File: config.mk
export PLATFORM = sky130hd
export DESIGN_NAME = pc_sequencer_flat
export DESIGN_NICKNAME = d
export VERILOG_FILES = /design/src/rtl/pc_sequencer_if.sv /design/src/rtl/pc_sequencer.sv /design/src/flat_wrapper.sv
export SDC_FILE = /design/constraint.sdc
export NUM_CORES = 1
export LEC_CHECK = 0
export CAP_MARGIN = 15
export CORE_AREA = 2 2 98 119
export CTS_BUF_LIST = sky130_fd_sc_hd__clkbuf_4
export CTS_CLUSTER_DIAMETER = 60
export DETAILED_ROUTE_END_ITERATION = 8
export DIE_AREA = 0 0 100 121
export SLEW_MARGIN = 40
export SYNTH_ARGS = -nofsm -noshare
export SYNTH_HDL_FRONTEND = slang
export SYNTH_SLANG_ARGS = --single-unit
File: constraint.sdc
create_clock -name clk -period 3.4 [get_ports clk]
set_clock_uncertainty 0.05 [all_clocks]
set_input_delay 0.85 -clock clk [delete_from_list [all_inputs] [get_ports clk]]
set_output_delay 0.85 -clock clk [all_outputs]
set_load 0.01 [all_outputs]
File: src/rtl/pc_sequencer_if.sv
// Fetch-stage PC sequencer bus: redirect requests, hazard/back-pressure inputs
// and the fetch request outputs. master = sequencer side, slave = pipeline side.
interface pc_sequencer_if;
  logic        stall_i;
  logic        br_taken_i;
  logic [31:0] br_target_i;
  logic        jmp_i;
  logic [31:0] jmp_target_i;
  logic        exc_i;
  logic        imem_ready_i;
  logic        fetch_valid_o;
  logic [31:0] pc_o;
  logic [31:0] pc_plus4_o;
  logic        flush_o;
  logic        misalign_o;

  modport master (
    input  stall_i, br_taken_i, br_target_i, jmp_i, jmp_target_i, exc_i,
           imem_ready_i,
    output fetch_valid_o, pc_o, pc_plus4_o, flush_o, misalign_o
  );

  modport slave (
    output stall_i, br_taken_i, br_target_i, jmp_i, jmp_target_i, exc_i,
           imem_ready_i,
    input  fetch_valid_o, pc_o, pc_plus4_o, flush_o, misalign_o
  );
endinterface

File: src/rtl/pc_sequencer.sv
// Fetch-stage PC controller: PC register, registered PC+4, redirect/stall sequencing.
// Optional macro PC_ALIGN_CHECK_EN: misaligned branch/jump targets trap to EXC_VECTOR.
module pc_sequencer #(
  parameter logic [31:0] RESET_VECTOR = 32'h0000_0000,
  parameter logic [31:0] EXC_VECTOR   = 32'h0000_0080
) (
  input  logic            clk,
  input  logic            rst,
  pc_sequencer_if.master  bus
);

  typedef enum logic [1:0] {BOOT, RUN, HOLD, REDIRECT} state_t;

  state_t      state, state_nxt;
  logic [31:0] pc, pc_plus4, pc_nxt;
  logic        redirect, take_redirect, target_bad;
  logic [31:0] raw_target, redirect_target;

  // Priority exc > branch > jump; lower-priority requests are simply dropped.
  always_comb begin
    redirect   = bus.exc_i | bus.br_taken_i | bus.jmp_i;
    raw_target = bus.jmp_target_i;
    if (bus.exc_i)           raw_target = EXC_VECTOR;
    else if (bus.br_taken_i) raw_target = bus.br_target_i;
`ifdef PC_ALIGN_CHECK_EN
    target_bad = !bus.exc_i && (raw_target[1:0] != 2'b00);
`else
    target_bad = 1'b0;
`endif
    redirect_target = target_bad ? EXC_VECTOR : raw_target;
  end

  always_comb begin
    state_nxt     = state;
    pc_nxt        = pc;
    take_redirect = 1'b0;
    case (state)
      BOOT: state_nxt = RUN;
      RUN, HOLD: begin
        if (redirect) begin
          take_redirect = 1'b1;
        end else if (bus.imem_ready_i && !bus.stall_i) begin
          state_nxt = RUN;
          pc_nxt    = pc_plus4;
        end else begin
          state_nxt = HOLD;
        end
      end
      REDIRECT: begin
        if (redirect) take_redirect = 1'b1;
        else          state_nxt = RUN;
      end
      default: state_nxt = BOOT;
    endcase
    if (take_redirect) begin
      state_nxt = REDIRECT;
      pc_nxt    = redirect_target;
    end
  end

  always_ff @(posedge clk) begin
    if (rst) begin
      state    <= BOOT;
      pc       <= RESET_VECTOR;
      pc_plus4 <= RESET_VECTOR + 32'd4;
    end else begin
      state    <= state_nxt;
      pc       <= pc_nxt;
      pc_plus4 <= pc_nxt + 32'd4;
    end
  end

`ifdef PC_ALIGN_CHECK_EN
  logic misalign;

  always_ff @(posedge clk) begin
    if (rst)                              misalign <= 1'b0;
    else if (take_redirect && target_bad) misalign <= 1'b1;
  end

  assign bus.misalign_o = misalign;
`else
  assign bus.misalign_o = 1'b0;
`endif

  assign bus.pc_o          = pc;
  assign bus.pc_plus4_o    = pc_plus4;
  assign bus.fetch_valid_o = (state == RUN) || (state == HOLD);
  assign bus.flush_o       = (state == REDIRECT);

endmodule

File: src/flat_wrapper.sv
// flat-port wrapper written by rule: the top's interface ports become plain ports
module pc_sequencer_flat 
#(
  parameter logic [31:0] RESET_VECTOR = 32'h0000_0000,
  parameter logic [31:0] EXC_VECTOR   = 32'h0000_0080
)
  (clk, rst, bus_stall_i, bus_br_taken_i, bus_br_target_i, bus_jmp_i, bus_jmp_target_i, bus_exc_i, bus_imem_ready_i, bus_fetch_valid_o, bus_pc_o, bus_pc_plus4_o, bus_flush_o, bus_misalign_o);
  pc_sequencer_if bus_i ();
  input  logic clk;
  input  logic rst;
  input wire logic [$bits(bus_i.stall_i)-1:0] bus_stall_i;
  input wire logic [$bits(bus_i.br_taken_i)-1:0] bus_br_taken_i;
  input wire logic [$bits(bus_i.br_target_i)-1:0] bus_br_target_i;
  input wire logic [$bits(bus_i.jmp_i)-1:0] bus_jmp_i;
  input wire logic [$bits(bus_i.jmp_target_i)-1:0] bus_jmp_target_i;
  input wire logic [$bits(bus_i.exc_i)-1:0] bus_exc_i;
  input wire logic [$bits(bus_i.imem_ready_i)-1:0] bus_imem_ready_i;
  output wire logic [$bits(bus_i.fetch_valid_o)-1:0] bus_fetch_valid_o;
  output wire logic [$bits(bus_i.pc_o)-1:0] bus_pc_o;
  output wire logic [$bits(bus_i.pc_plus4_o)-1:0] bus_pc_plus4_o;
  output wire logic [$bits(bus_i.flush_o)-1:0] bus_flush_o;
  output wire logic [$bits(bus_i.misalign_o)-1:0] bus_misalign_o;
  assign bus_i.stall_i = bus_stall_i;
  assign bus_i.br_taken_i = bus_br_taken_i;
  assign bus_i.br_target_i = bus_br_target_i;
  assign bus_i.jmp_i = bus_jmp_i;
  assign bus_i.jmp_target_i = bus_jmp_target_i;
  assign bus_i.exc_i = bus_exc_i;
  assign bus_i.imem_ready_i = bus_imem_ready_i;
  assign bus_fetch_valid_o = bus_i.fetch_valid_o;
  assign bus_pc_o = bus_i.pc_o;
  assign bus_pc_plus4_o = bus_i.pc_plus4_o;
  assign bus_flush_o = bus_i.flush_o;
  assign bus_misalign_o = bus_i.misalign_o;
  pc_sequencer #(.RESET_VECTOR(RESET_VECTOR), .EXC_VECTOR(EXC_VECTOR)) u_core (.clk(clk), .rst(rst), .bus(bus_i));
endmodule
==> results of run 1 <==
==> per-stage QoR <==
stage | hold slack, ps | setup slack, ps
finish | 489.7 | 59.92
CTS | 491.5 | 22.57
floorplan | 490.0 | -248.6
detailed placement | 469.2 | -786.4
global placement | 459.3 | -729.9
global route | 501.9 | 3.305
==> synthesized netlist by cell type, types with 2 or more instances <==
cell type	number	share of area
buf_1	3	0.0035
buf_4	5	0.012
a21oi_1	19	0.030
nor2_1	66	0.077
o21ai_0	3	0.0047
o22ai_1	2	0.0039
or2_2	2	0.0039
nand4_1	4	0.0078
nand2b_1	4	0.0078
nand3_1	6	0.0093
nand3b_1	14	0.033
nor3_1	9	0.014
nor4_1	7	0.014
buf_2	3	0.0047
clkbuf_1	13	0.015
nand2_1	20	0.023
a221oi_1	18	0.049
inv_1	8	0.0093
xnor2_1	9	0.024
mux2_4	2	0.0093
or3_1	4	0.0078
nor2b_1	11	0.021
a221o_1	3	0.0093
o22a_1	7	0.019
a22oi_1	14	0.033
dfxtp_1	64	0.40
ha_1	3	0.012
mux2i_1	13	0.040
xor2_1	11	0.030
mux2_1	2	0.0070
==> sequential cells by signal, summed over array words and instances, names as in the netlist <==
register               count
u_core.state               2
u_core.bus.pc_o           32
u_core.bus.pc_plus4_o     30
==> power by group through the flow <==
stage	registers (mW)	clock network, mW	logic [mW]
after floorplan	0.873	0	0.262
final	0.839	0.585	0.672
after global routing	0.845	0.624	0.729
after global placement	0.855	0	0.640
after detailed placement	0.855	0	0.650
after CTS	0.838	0.596	0.657
==> cells by family (layout without fill, tap and decap cells) <==
logic type	Yosys count	after routing
xor+xnor	20	20
flops	64	64
compound gates	74	74
mux	18	18
fa+ha+maj	3	3
buf+inv	33	240
simple gates	160	160
other cells	1	1
==> routing by layer <==
layer | global-route usage | routed length, um
met1 | 0.2306 | 4932
met2 | 0.3129 | 5318
met3 | 0.05012 | 753
met4 | 0.05308 | 173
met5 | 0 | 0
==> final cells by class <==
class                      count  area [um2]  area share
clock buffer                  10       75.07     0.01346
clock inverter                 6       83.83     0.01504
inverter                       8       30.03    0.005386
multi-input combinational    276        1953      0.3503
sequential                    64        1281      0.2298
tap                          132       165.2     0.02962
timing repair buffer         216        1987      0.3564
==> worst max-delay path: stages <==
cell and delay [ps]:
clkdlybuf4s15_1 180, buf_4 170, nor3_4 210, mux2_4 270, a221oi_4 80, or4_4 560, or4b_4 510, and4b_2 380
nand3_2 90, mux2_4 300
==> worst max path at each step <==
| stage | slack [ps] | from | end |
|---|---|---|---|
| 3_3_place_gp | -730 | bus_jmp_i | u_core.bus.pc_plus4_o[26] |
| 4_1_cts | 20 | bus_jmp_i | u_core.bus.pc_plus4_o[31] |
| 2_1_floorplan | -250 | bus_jmp_i | u_core.bus.pc_plus4_o[31] |
| 6_report | 60 | bus_jmp_i | u_core.bus.pc_plus4_o[31] |
| 3_5_place_dp | -790 | bus_exc_i | u_core.bus.pc_plus4_o[26] |
| 5_1_grt | 3 | bus_jmp_i | u_core.bus.pc_plus4_o[31] |
==> what timing repair did <==
| item | in CTS | in global routing |
|---|---|---|
| gates resized for setup | 17 | 11 |
| pin swaps | 8 | 9 |
| setup buffers | 3 | 1 |
| setup endpoints to repair | 19 | 15 |
==> out/results.ini, run 1 <==
[layout]
layout-drive-gt1-share = 0.2172
nNetsFinal = 649
utilization = 0.5101
fin_area_um2 = 5575
layout.cells.non_filler = 712
n_fill_cell = 1026
area_growth_pct = 73.12
final_cell_mix = 130 x clkdlybuf4s50_1, 76 x buf_4, 65 x nor2_1
layout_commonest_cell = clkdlybuf4s50_1
antenna_cells = 0

[global_routing]
grt_overflow_total = 0
grtUsageTotal = 0.1851
grt_pass1_vias = 3622
grt_start_max_net_pins = 36
grt_pass1_wl_um = 17800
antenna_found_initial = 0

[timing]
finalCriticalPeriod_ps = 3340
min_period_over_period = 0.9824
setup_viol = 0
drv_slew = 0
fmax_ghz = 0.2994
tightestPinTransition_ps = 644.8
fin_tns_setup_ps = 0
relSlewSlack = 0.5702
finalHoldViolations = 0
rsz0062_at_grt = false

[power]
p_total_mw = 2.096
pwr-share-clk = 0.279
power.leakage_nw = 2.166
switchingPower_mw = 0.6203
p_comb_frac = 0.321
sequentialPowerShare = 0.400
internal-power_mw = 1.475
p_per_area_nw_per_um2 = 375.9
power.share.switching = 0.2960
max-vdd-ir-drop_mv = 0.2068

[die]
ios = 138
die_x_um = 100
core_um2 = 10930
rows = 42
die_height_um = 121
initial_core_util = 0.2946
die_area_um2 = 12100

[placed_design]
dp_hpwl_um = 8647
routabilityCongestion = 0.8623
dp.cells = 692
port_buffers = 136
place_area_um2 = 5249

[worst_hold_path]
hold_path_end = u_core.bus.pc_o[1]
hold_depth = 2
worstHoldStart = u_core.bus.pc_o[1]
hp-class = flip-flop to flip-flop

[clocking]
htreeDepth = 3
clk_pin_slew_ps = 120
cts_hold_buf = 0
clk_latency_ps = 420
clock-sinks = 64
root_buffer = clkbuf_4
cts_inserted_buffers = 9
cts_max_path_buffers = 2
cts_tree = done

[detailed_routing]
firstDrtPassIters = 4
drt_iter0_markers = 150
vias_per_cell = 4.956
routed-via-count = 3529
drc_errors = 0
wl_per_cell_um = 15.70
finalWirelength_um = 11180
antenna_left = 0

[setup_path]
path_class = input pin to flip-flop
reg2reg_to = u_core.bus.pc_plus4_o[31]
crit_path_max_fanout = 6
r2r-start = u_core.state[1]
reg2reg_depth = 11
crit_path_start_kind = input pin
setup.worst_path.end_class = flip-flop
cp_data_arrival_time_ps = 3610
r2r_slack_ps = 110
cp.required_ps = 3670

[synthesis]
ys_seq_area_frac = 0.3978
ys.flop_type = dfxtp_1
synth_warnings = 0
synthSimpleGateAreaFrac = 0.2603
async_reset_ff_frac = 0
avgSynthCellArea_um2 = 8.634
synthAdderAreaFrac = 0.01166
synth_fp_nets = 447
synthMuxAreaShare = 0.06022
synth_xor_area_frac = 0.05439
netlist_instances = 373
synth_top_family_by_area = simple AND/OR/NAND/NOR gates
synthesis.area_um2 = 3221
ys_ff_latch = 64
synth_compound_area_frac = 0.1667
synth_edf_count = 0
ys_types = 54

[flow_run]
maxCapViolCount = 0

[outcome]
outcome = completed

Note: power is estimated with default switching activity, not from simulation.
==> run 2: changes to the inputs <==
--- a/config.mk
+++ b/config.mk
@@ -11,7 +11,7 @@
 export CTS_CLUSTER_DIAMETER = 60
 export DETAILED_ROUTE_END_ITERATION = 8
 export DIE_AREA = 0 0 100 121
-export SLEW_MARGIN = 40
+export SLEW_MARGIN = 20
 export SYNTH_ARGS = -nofsm -noshare
 export SYNTH_HDL_FRONTEND = slang
 export SYNTH_SLANG_ARGS = --single-unit
==> results of run 2 <==
The final DEF is identical to that of run 1; final timing and power are the same.
==> run 3: changes to the inputs <==
--- a/config.mk
+++ b/config.mk
@@ -8,10 +8,11 @@
 export CAP_MARGIN = 15
 export CORE_AREA = 2 2 98 119
 export CTS_BUF_LIST = sky130_fd_sc_hd__clkbuf_4
-export CTS_CLUSTER_DIAMETER = 60
+export CTS_CLUSTER_DIAMETER = 80
 export DETAILED_ROUTE_END_ITERATION = 8
 export DIE_AREA = 0 0 100 121
 export SLEW_MARGIN = 20
 export SYNTH_ARGS = -nofsm -noshare
 export SYNTH_HDL_FRONTEND = slang
 export SYNTH_SLANG_ARGS = --single-unit
+export TNS_END_PERCENT = 50
==> run 3 against run 2 <==
Die area did not move; fmax fell by 0.34%; setup slack got worse by 11 ps; via count rose by 0.91%; largest power group unchanged; critical path depth rose by 1; first-iteration DRC count rose by 13%; total power fell by 1.6%; sequential power barely moved; critical endpoint is now u_core.bus.pc_plus4_o[24].
==> out/results.ini, run 3 (synthesis gave the netlist of run 1 again) <==
[clocking]
root_buffer = clkbuf_4
clk_latency_ps = 400
cts_max_path_buffers = 2
cts_inserted_buffers = 9
cts_hold_buf = 0
clock-sinks = 64
cts_tree = done
htreeDepth = 3
clk_pin_slew_ps = 110

[timing]
setup_viol = 0
fmax_ghz = 0.2984
setup_ws_ps = 48.47
drv_slew = 0
tightestPinTransition_ps = 533.0
finalCriticalPeriod_ps = 3352
relSlewSlack = 0.6446
finalHoldViolations = 0
min_period_over_period = 0.9857

[setup_path]
cp_data_arrival_time_ps = 3580
crit_path_start_kind = input pin
crit_path_max_fanout = 6
path_class = input pin to flip-flop
cp.required_ps = 3630
crit_path_start = bus_stall_i
setup.worst_path.end_class = flip-flop
r2r-start = u_core.state[0]

[die]
rows = 42
ios = 138
core_um2 = 10930
die_x_um = 100
die_area_um2 = 12100
die_height_um = 121
initial_core_util = 0.2946

[global_routing]
grtUsageTotal = 0.1866
grt_overflow_total = 0
grt_start_max_net_pins = 36
antenna_found_initial = 0
grt_pass1_vias = 3633
grt_pass1_wl_um = 17910

[power]
pwr-share-clk = 0.268
sequentialPowerShare = 0.408
p_comb_frac = 0.325
p_per_area_nw_per_um2 = 371.9
max-vdd-ir-drop_mv = 0.2175
power.leakage_nw = 2.140
internal-power_mw = 1.462
switchingPower_mw = 0.6007
power.share.switching = 0.2913

[layout]
nNetsFinal = 652
area_growth_pct = 72.18
layout_commonest_cell = clkdlybuf4s50_1
fin_area_um2 = 5545
largest_reg_flops = 32
antenna_cells = 0
final_cell_mix = 130 x clkdlybuf4s50_1, 78 x buf_4, 65 x nor2_1
layout-drive-gt1-share = 0.2234

[detailed_routing]
firstDrtPassIters = 4
routed-via-count = 3561
antenna_left = 0
drc_errors = 0
drt_iter0_markers = 170
finalWirelength_um = 11250
vias_per_cell = 4.987
wl_per_cell_um = 15.76

[placed_design]
dp_hpwl_um = 8732
routabilityCongestion = 0.8667
port_buffers = 136
dp_slack_ps = -693.8
place_area_um2 = 5279

[worst_hold_path]
hp-class = flip-flop to flip-flop
worstHoldStart = u_core.bus.pc_o[0]

[flow_run]
maxCapViolCount = 0

[outcome]
outcome = completed

[run 3: cell types whose count changed in the layout (fill, tap and decap cells not counted), sizes merged]
| cell | change |
|---|---|
| buf | +3 |
| clkdlybuf4s15 | -2 |
| clkinv | +2 |
| clkinvlp | -2 |
| clkbuf | +1 |
[run 3: power by group through the flow]
stage,sequential (mW),combinational (mW),clock [mW]
2_1_floorplan,0.873,0.262,0
3_5_place_dp,0.857,0.650,0
4_1_cts,0.840,0.662,0.565
6_report,0.841,0.669,0.552
5_1_grt,0.848,0.725,0.607
3_3_place_gp,0.857,0.643,0
[run 3: layout make-up]
| class | count | area [um2] |
|---|---|---|
| clock buffer | 9 | 67.56 |
| clock inverter | 6 | 75.07 |
| fill | 1084 | 5385 |
| inverter | 8 | 30.03 |
| multi-input combinational | 276 | 1926 |
| sequential | 64 | 1284 |
| tap | 132 | 165.2 |
| timing repair buffer | 219 | 1998 |
[run 3: repair_timing]
| item | CTS | global route |
|---|---|---|
| gates resized for setup | 14 | 15 |
| pin swaps | 8 | 6 |
| setup endpoints to repair | 20 | 15 |
| buffers inserted | 3 | 0 |
[run 3: routing by layer]
layer | vias up | share of wire | global-route usage
li1 | 1748 | - | -
met4 | 0 | 0.019 | 0.05651
met3 | 18 | 0.063 | 0.04147
met5 | - | 0 | 0
met2 | 119 | 0.48 | 0.3197
met1 | 1676 | 0.43 | 0.2330
[run 3: critical path, stage by stage]
cell	delay (ps)
dlygate4sd2_1	240
nand3b_1	230
nor2_4	160
buf_12	140
a221oi_4	70
or4_4	560
or4b_4	560
buf_4	190
nor4_2	320
xor2_1	200
nor2_1	60
[run 3: metrics by stage]
step | util | instances | hold slack (ps) | TNS, ps | total power [mW]
2_1_floorplan | - | 373 | 490.0 | -1229 | 1.134
3_3_place_gp | 0.4829 | 696 | 461.3 | -11280 | 1.500
3_5_place_dp | 0.4829 | 696 | 479.5 | -12960 | 1.507
4_1_cts | 0.5023 | 714 | 498.5 | 0 | 2.067
5_1_grt | 0.5073 | 714 | 528.1 | -20.34 | 2.180
6_report | 0.5073 | 714 | 492.9 | 0 | 2.062
[run 3: final timing paths]
check,to,slack (ps),cells past startpoint
max,u_core.bus.pc_plus4_o[24],50,11
min,u_core.bus.pc_o[0],490,2
max reg2reg,u_core.bus.pc_plus4_o[24],120,12
min reg2reg,u_core.bus.pc_o[0],490,2
